<file path="src/rtl/collision_scheduler.sv">
// Per-frame Frogger rule sequencer: latches the frog on frame_tick, then walks one car per clock through a shared overlap comparator.
// Optional build macro GOD_MODE_EN: hits still pulse death_pulse but never cost a life or enter DEATH.
module collision_scheduler #(
   parameter int NUM_CARS    = 4,
   parameter int TILE_SIZE   = 32,
   parameter int LIVES_INIT  = 3,
   parameter int HOLD_FRAMES = 60
) (
   input  logic                  clk,
   input  logic                  reset,
   input  logic                  frame_tick,
   input  logic                  start_btn,
   input  logic [9:0]            frog_x,
   input  logic [9:0]            frog_y,
   input  logic [10*NUM_CARS-1:0] car_x_bus,
   input  logic [10*NUM_CARS-1:0] car_y_bus,
   output logic [2:0]            state,
   output logic                  scan_busy,
   output logic                  death_pulse,
   output logic                  win_pulse,
   output logic                  frog_respawn,
   output logic [2:0]            lives,
   output logic [3:0]            level,
   output logic                  game_over
);

   localparam int IDX_W  = (NUM_CARS > 1) ? $clog2(NUM_CARS) : 1;
   localparam int HOLD_W = $clog2(HOLD_FRAMES + 1);
   localparam logic [10:0] TILE = 11'(TILE_SIZE);

   typedef enum logic [2:0] {
      S_IDLE  = 3'd0,
      S_WAIT  = 3'd1,
      S_SCAN  = 3'd2,
      S_DEATH = 3'd3,
      S_WIN   = 3'd4,
      S_OVER  = 3'd5
   } state_t;

   state_t            state_q, state_n;
   logic [IDX_W-1:0]  idx_q, idx_n;
   logic [HOLD_W-1:0] hold_q, hold_n;
   logic [2:0]        lives_q, lives_n;
   logic [3:0]        level_q, level_n;
   logic [9:0]        fx_q, fx_n, fy_q, fy_n;
   logic              death_q, death_n, win_q, win_n, resp_q, resp_n;

   logic [9:0]  car_x [NUM_CARS];
   logic [9:0]  car_y [NUM_CARS];
   logic [10:0] fx11, fy11, cx11, cy11;
   logic        hit;

   always_comb begin
      for (int i = 0; i < NUM_CARS; i++) begin
         car_x[i] = car_x_bus[10*i +: 10];
         car_y[i] = car_y_bus[10*i +: 10];
      end
   end

   // 11-bit compare so pos+TILE cannot wrap; touching edges are not a hit.
   always_comb begin
      fx11 = {1'b0, fx_q};
      fy11 = {1'b0, fy_q};
      cx11 = {1'b0, car_x[idx_q]};
      cy11 = {1'b0, car_y[idx_q]};
      hit  = (fx11 < cx11 + TILE) && (cx11 < fx11 + TILE) &&
             (fy11 < cy11 + TILE) && (cy11 < fy11 + TILE);
   end

   always_comb begin
      state_n = state_q;
      idx_n   = idx_q;
      hold_n  = hold_q;
      lives_n = lives_q;
      level_n = level_q;
      fx_n    = fx_q;
      fy_n    = fy_q;
      death_n = 1'b0;
      win_n   = 1'b0;
      resp_n  = 1'b0;
      case (state_q)
         S_IDLE: begin
            if (start_btn) begin
               state_n = S_WAIT;
               resp_n  = 1'b1;
            end
         end
         S_WAIT: begin
            if (frame_tick) begin
               state_n = S_SCAN;
               fx_n    = frog_x;
               fy_n    = frog_y;
               idx_n   = '0;
            end
         end
         S_SCAN: begin
            // Win check shares cycle 0 with car 0 and takes priority over it.
            if (idx_q == '0 && fy_q == 10'd0) begin
               state_n = S_WIN;
               win_n   = 1'b1;
               hold_n  = '0;
               level_n = (level_q == 4'd15) ? 4'd15 : level_q + 4'd1;
            end else if (hit) begin
               death_n = 1'b1;
`ifdef GOD_MODE_EN
               state_n = S_WAIT;
`else
               state_n = S_DEATH;
               hold_n  = '0;
               lives_n = (lives_q == 3'd0) ? 3'd0 : lives_q - 3'd1;
`endif
            end else if (idx_q == IDX_W'(NUM_CARS - 1)) begin
               state_n = S_WAIT;
            end else begin
               idx_n = idx_q + IDX_W'(1);
            end
         end
         S_DEATH, S_WIN: begin
            if (frame_tick) begin
               if (hold_q == HOLD_W'(HOLD_FRAMES - 1)) begin
                  if (state_q == S_DEATH && lives_q == 3'd0) begin
                     state_n = S_OVER;
                  end else begin
                     state_n = S_WAIT;
                     resp_n  = 1'b1;
                  end
               end else begin
                  hold_n = hold_q + HOLD_W'(1);
               end
            end
         end
         S_OVER: begin
            if (start_btn) begin
               state_n = S_WAIT;
               resp_n  = 1'b1;
               lives_n = 3'(LIVES_INIT);
               level_n = 4'd0;
            end
         end
         default: state_n = S_IDLE;
      endcase
   end

   always_ff @(posedge clk or posedge reset) begin
      if (reset) begin
         state_q <= S_IDLE;
         idx_q   <= '0;
         hold_q  <= '0;
         lives_q <= 3'(LIVES_INIT);
         level_q <= 4'd0;
         fx_q    <= '0;
         fy_q    <= '0;
         death_q <= 1'b0;
         win_q   <= 1'b0;
         resp_q  <= 1'b0;
      end else begin
         state_q <= state_n;
         idx_q   <= idx_n;
         hold_q  <= hold_n;
         lives_q <= lives_n;
         level_q <= level_n;
         fx_q    <= fx_n;
         fy_q    <= fy_n;
         death_q <= death_n;
         win_q   <= win_n;
         resp_q  <= resp_n;
      end
   end

   assign state        = state_q;
   assign scan_busy    = (state_q == S_SCAN);
   assign game_over    = (state_q == S_OVER);
   assign death_pulse  = death_q;
   assign win_pulse    = win_q;
   assign frog_respawn = resp_q;
   assign lives        = lives_q;
   assign level        = level_q;

endmodule

</file>
<file path="config.mk">
export PLATFORM = sky130hd
export DESIGN_NAME = collision_scheduler
export DESIGN_NICKNAME = d
export VERILOG_FILES = /design/src/rtl/collision_scheduler.sv
export SDC_FILE = /design/constraint.sdc
export NUM_CORES = 1
export LEC_CHECK = 0
export ABC_CLOCK_PERIOD_IN_PS = 4150
export BUFFER_PORTS_ARGS = -buffer_cell sky130_fd_sc_hd__buf_2
export CAP_MARGIN = 20
export CELL_PAD_IN_SITES_DETAIL_PLACEMENT = 0
export CELL_PAD_IN_SITES_GLOBAL_PLACEMENT = 2
export CORE_MARGIN = 2
export CORE_UTILIZATION = 31
export CTS_CLUSTER_DIAMETER = 40
export DETAILED_ROUTE_END_ITERATION = 10
export GPL_TIMING_DRIVEN = 0
export MAX_ROUTING_LAYER = met4
export PLACE_DENSITY_LB_ADDON = 0.1
export SETUP_SLACK_MARGIN = 0.2
export SYNTH_ARGS = -nofsm -noshare
export SYNTH_HDL_FRONTEND = slang
export SYNTH_SLANG_ARGS = --single-unit
export TNS_END_PERCENT = 5
</file>
<file path="constraint.sdc">
create_clock -name clk -period 4.15 [get_ports clk]
set_clock_uncertainty 0.05 [all_clocks]
set_input_delay 0.83 -clock clk [delete_from_list [all_inputs] [get_ports clk]]
set_output_delay 0.83 -clock clk [all_outputs]
set_load 0.01 [all_outputs]
</file>
### Yosys cells after proc, flatten, opt, wreduce, memory -nomap -nowiden

Index checks and enable logic that the tools add are counted.

| word-level totals | value |
|---|---|
| register bits after elaboration | 41 |
| latch bits | 0 |
| RAM bits | 0 |
| bits in read-only memories | 0 |
| bits of input ports | 104 |
| memories | 0 |

| operators by class | value |
|---|---|
| $add $sub $neg | 8 |
| multipliers | 0 |
| divide/modulo/power cells | 0 |
| order comparisons | 5 |
| equal/unequal tests | 21 |
| shift operators | 0 |
| muxes and demuxes | 44 |
| bitwise gates (word level) | 1 |
| reduce and logical (&&, ||, !) cells | 20 |

Operators with widths:

| kind | number |
|---|---|
| 10-bit by 6-bit adder with 11-bit output (second input constant) | 4 |
| 10-bit by 11-bit less-than comparator with 1-bit output | 4 |
| 10-bit binary-select mux with 2-bit select | 2 |
| 10-bit two-way mux | 4 |
| 3-bit two-way mux | 12 |
| 6-bit two-way mux | 4 |
| 2-bit inequality test (second input constant) | 8 |
| 4-bit two-way mux | 3 |
| 3-bit one-hot mux with 4 select lines | 1 |
| 6-bit one-hot mux with 2 select lines | 1 |
| 10-bit logical NOT | 1 |
| 5-bit AND reduction | 2 |
| 1-bit two-way mux | 9 |
| 2-bit two-way mux | 4 |
| 4-bit one-hot mux with 2 select lines | 1 |
| 4-bit AND reduction | 2 |
| 6-bit by 1-bit adder with 6-bit output (second input constant) | 1 |
| 3-bit by 2-bit == test with 1-bit output (second input constant) | 2 |
| 3-bit == test (second input constant) | 2 |
| 6-bit == test (second input constant) | 1 |
| 3-bit logical NOT | 2 |
| 2-bit by 1-bit inequality test with 1-bit output (second input constant) | 3 |
| 3-bit one-hot mux with 2 select lines | 1 |
| 2-bit nonzero test | 3 |
| other kinds (17) | 22 |

### Depth between registers and ports, before layout

| depth | value |
|---|---|
| depth after elaboration | 12 |
| gate-level depth with buffers | 13 |
| mapped depth without buffers | 12 |

### Worst setup path after synthesis

OpenSTA, ideal clock, no wires.

| timing path | value |
|---|---|
| kind | input -> register |
| start point | in car_y_bus[17] |
| end point | reg lives_q[1] (netlist: lives[1]) |
| data arrival time | 3.261 ns |
| data required time | 4.017 ns |
| path slack | 0.755 ns |
| stages | 10 |
| path buffers | 0 |
| cell sequence | mux4_1 -> and3_4 -> xnor2_1 -> ha_1 -> a21o_1 -> a21oi_1 -> a32o_2 -> o2111ai_4 -> or4_1 -> a221o_1 |

| between the ends | value |
|---|---|
| word-level cells in the longest chain between the ends | 9 |
| elaborated cells between the ends (all ways) | 10 |
| those cells by class | 1 x add/sub; 2 x order compare; 1 x eq/ne; 3 x mux; 3 x reduce/logical |

Ends and longest elaborated chain:

| what | line | RTL |
|---|---|---|
| start: declaration | 16 | `input logic [10*NUM_CARS-1:0] car_y_bus,` |
| 10-bit binary-select mux with 2-bit select * | 65 | `cy11 = {1'b0, car_y[idx_q]};` |
| 10-bit two-way mux (implied by the code) * (2 in series) | 65 |  |
| 10-bit by 6-bit adder with 11-bit output | 67 | `(fy11 < cy11 + TILE) && (cy11 < fy11 + TILE);` |
| 10-bit by 11-bit less-than comparator with 1-bit output | 67 |  |
| 1-bit logical AND | 66 | `hit = (fx11 < cx11 + TILE) && (cx11 < fx11 + TILE) &&` |
| 1-bit logical AND * | 67 |  |
| 2-bit by 1-bit inequality test with 1-bit output (no source line) * | - |  |
| 4-bit AND reduction (no source line) * | - |  |
| end signal: assignment | 149 | `lives_q <= 3'(LIVES_INIT);` |
| end signal: assignment | 160 | `lives_q <= lives_n;` |
| end: declaration | 43 | `logic [2:0] lives_q, lives_n;` |

Mark *: on every way between the ends. The rest lies on a longest branch, timed or not. The select of a mux whose other input is x is not followed.
A chain may end at the register's enable or synchronous reset.

### Worst setup path in the final report

| timing path | value |
|---|---|
| start point | reg idx_q[1] |
| end point | reg lives_q[1] (netlist: lives[1]) |

| between the ends | value |
|---|---|
| word-level cells in the longest chain between the ends | 11 |
| elaborated cells between the ends (all ways) | 21 |
| those cells by class | 2 x add/sub; 4 x order compare; 2 x eq/ne; 6 x mux; 1 x bitwise; 6 x reduce/logical |

Ends and longest elaborated chain:

| what | line | RTL |
|---|---|---|
| start: declaration | 41 | `logic [IDX_W-1:0] idx_q, idx_n;` |
| start signal: assignment | 158 | `idx_q <= idx_n;` |
| 2-bit inverter with 3-bit output (implied by the code) | 64, 65 |  |
| 10-bit binary-select mux with 2-bit select | 64 | `cx11 = {1'b0, car_x[idx_q]};` |
| 10-bit two-way mux (implied by the code) (2 in series) | 64 |  |
| 10-bit by 6-bit adder with 11-bit output | 66 |  |
| 10-bit by 11-bit less-than comparator with 1-bit output | 66 |  |
| 1-bit logical AND (2 in series) | 66 |  |
| 1-bit logical AND | 67 |  |
| 2-bit by 1-bit inequality test with 1-bit output (no source line) | - |  |
| 4-bit AND reduction (no source line) * | - |  |

Marked as above.

==> results by group <==
Min path
  – HP Class: input port to asynchronous set/reset pin

Drt
  – DR WL/cell: 16.7 um
  – Iteration-0 DRC Markers: 77
  – Routed via count: 3163
  – Post-DRT Antenna Nets: 0
  – Remaining DRCs: 0
  – Routed vias/inst: 5.09
  – WL final: 10400 um
  – First drt pass iteration count: 5

Clock network
  – Clk buf depth: 2
  – Later-pin clock latency in the skew report: 0.30 ns
  – CTS Hold Bufs: 0
  – H-tree depth: 2
  – CTS tree: built
  – Num CTS Buffers: 5
  – Clock sink total: 41
  – Total setup buffers inserted after CTS: 0
  – Clock slew at reported path FFs: 0.07 ns
  – Root Driver: clkbuf_16

Power and ir drop
  – Pwr dens: 663 mW/mm^2
  – Static leakage: 2.15 nW
  – Worst VDD drop: 0.237 mV
  – Comb power frac: 60.2%
  – P_int: 1.63 mW
  – Sw Share: 45.4%
  – Net Switching: 1.35 mW
  – Clock power share: 14.1%
  – Sequential Power Share: 25.8%

Critical path
  – WP buf/inv: 2
  – Slack of the worst reg-to-reg path: 0.38 ns
  – Crit Path Class: register to register
  – CP max stage delay: 0.58 ns
  – Worst Path Max Fanout: 10
  – Worst Setup Start Kind: register
  – Worst Setup End Kind: register
  – Critical path data arrival time: 3.94 ns
  – Slowest CP cell: a32oi_2
  – CP top delay family: compound AO/OA/AOI/OAI gates
  – CP Data Required Time: 4.33 ns
  – Worst-path cell chain: buf_2 -> buf_2 -> mux4_2 -> ha_1 -> nand2_1 -> a221o_1 -> a31oi_1 -> o2111ai_1 -> a32oi_2 -> nor4b_2 -> a221o_1

Synth
  – Yosys warns: 0
  – Most frequent cells after synthesis: ha_1, dfrtp_1, inv_1
  – Post-synth EDFFs: 0
  – Share of synthesized cell area in full adder, half adder and majority cells: 14.8%
  – Post-synthesis cell type count: 53
  – Fraction of synthesis flops using an asynchronous set or reset pin: 100%
  – Post-synth top area cell: dfrtp_1
  – Synthesized area per cell: 10.1 sq um
  – Synth Net Count: 496
  – Area share of the largest cell type after synthesis: 27.6%
  – Synth Register Bits: 41
  – Synth Flop Type: dfrtp_1
  – Gate Count Post-Synth: 350
  – Seq/Total Area, Yosys: 29.1%
  – Simple-gate share of the synthesized area: 14.0%
  – Largest family of logic cells by synthesized area: multiplexers
  – XOR/XNOR share of the synthesized area: 3.46%
  – Synth top area cells: dfrtp_1, ha_1, mux4_2, mux4_1, mux2_2
  – Netlist Area Pre-Place: 0.00354 sq mm
  – Compound-Gate Fraction of Synth Area: 14.7%
  – Most common cell in the netlist: ha_1
  – Mux contribution to synthesized area: 18.7%

Finish
  – N_diodes: 0
  – # fillers: 1130
  – Design Area, Final: 0.00450 sq mm
  – Layout cells sized above 1: 36.4%
  – Layout area overhead: 27.0%
  – Multi-input logic area: 0.00234 sq mm
  – Fin nets: 623
  – Register area: 0.00103 sq mm

STA
  – Hold WS: 0.395 ns
  – Post-layout min period: 3.77 ns
  – Setup violators final: 0
  – Setup WS post-layout: 0.383 ns
  – Fmax: 265 MHz
  – Max Slew Vio Count: 0
  – Relative slew slack: 54.4%
  – Tcrit/Tclk final: 90.8%
  – Fin. Hold Viols: 0
  – Setup TNS: 0 ns
  – RSZ-0062 raised after global routing: yes
  – Worst-Margin Slew: 0.684 ns

Floorplanning
  – Die area: 0.0123 sq mm
  – Initial Utilization: 31.4%
  – Core area: 0.0113 sq mm
  – I/O Pins: 119
  – Die W: 111 um
  – Die H: 111 um
  – FP Rows: 39

Global route
  – GR Overflow Total: 0
  – First-pass GRT wire length: 16500 um
  – Largest net degree at the start of global routing: 34
  – Antenna violations before repair: 0
  – Vias in the first global route: 3150
  – GRT Overall Usage: 17.7%

Placed design
  – IO buf count: 118
  – Post-Place Setup Slack: 0.187 ns
  – Gpl congestion: 0.852
  – DP HPWL: 8360 um
  – Area post-placement: 0.00433 sq mm

Outcome
  – Outcome: complete, no violations

Job
  – Max-cap violations: 0
-- layer usage --
metal  wire length, um  vias to the layer above  global-route usage (%)
li1                  -                     1566                       -
met1              4800                     1515                    22.5
met2              5000                       73                    28.7
met3               471                        9                    3.99
met4               123                        0                    4.50
met5                 0                        -                       -
-- what timing repair did --
action | in CTS | in global routing
setup endpoints to repair | 1 | 6
resized for setup | 1 | 1
pin swaps | 0 | 0
-- layout by cell type (no fill, tap or decap), types with 13 or more instances in the layout --
master / netlist / routed
buf_2: 2 / 120
dfrtp_1: 39 / 39
ha_1: 42 / 42
inv_1: 33 / 32
mux2_2: 13 / 13
mux4_2: 13 / 13
nand2_1: 23 / 23
nand3_1: 15 / 15
nor2_1: 18 / 18
o21ai_0: 23 / 23
-- power groups by stage --
stage	clock [mW]	combinational [mW]	sequential (mW)
final	0.420	1.79	0.769
after global routing	0.449	2.03	0.798
after CTS	0.432	1.81	0.769
after detailed placement	0	1.79	0.775
after global placement	0	1.78	0.775
after floorplan	0	1.33	0.736
-- stage by stage --
stage,power [mW],cells,utilization (%)
detailed placement,2.57,612,38.4
CTS,3.01,620,39.8
global placement,2.55,611,38.2
global route,3.28,621,39.9
finish,2.98,621,39.9
floorplan,2.06,350,-
-- kinds of logic after synthesis --
family | after synthesis
DFF | 41
AOI/OAI and AO/OA | 76
xor gates and xnor gates | 14
and+or+nand+nor | 95
muxes | 38
adders and majority gates | 42
buffers and inverters | 44
-- worst paths after layout --
path | cells past startpoint | start | to
worst max-delay path | 11 | idx_q[1] | lives[1]
worst min-delay path | 2 | reset | level[3]
worst max register to register | 11 | idx_q[1] | lives[1]
worst min register to register | 1 | hold_q[0] | hold_q[0]
max in group asynchronous | 3 | reset | lives[0]
min in group clk | 1 | hold_q[0] | hold_q[0]
-- final cells by class --
class | count | area share, %
Clock buffer | 5 | 2.78
Sequential cell | 41 | 22.9
Inverter | 33 | 2.76
Multi-Input combinational cell | 265 | 52.0
Buffer | 11 | 1.31
Timing Repair Buffer | 120 | 13.7
Clock inverter | 3 | 0.557
Tap cell | 143 | 3.98
-- state kept, by name (all words and copies together) (netlist names) --
signal / cells
fx_q: 10
fy_q: 10
hold_q: 6
level: 4
lives: 3
state: 3
idx_q: 2
death_pulse: 1
frog_respawn: 1
win_pulse: 1
(Power assumes the default switching activity.)
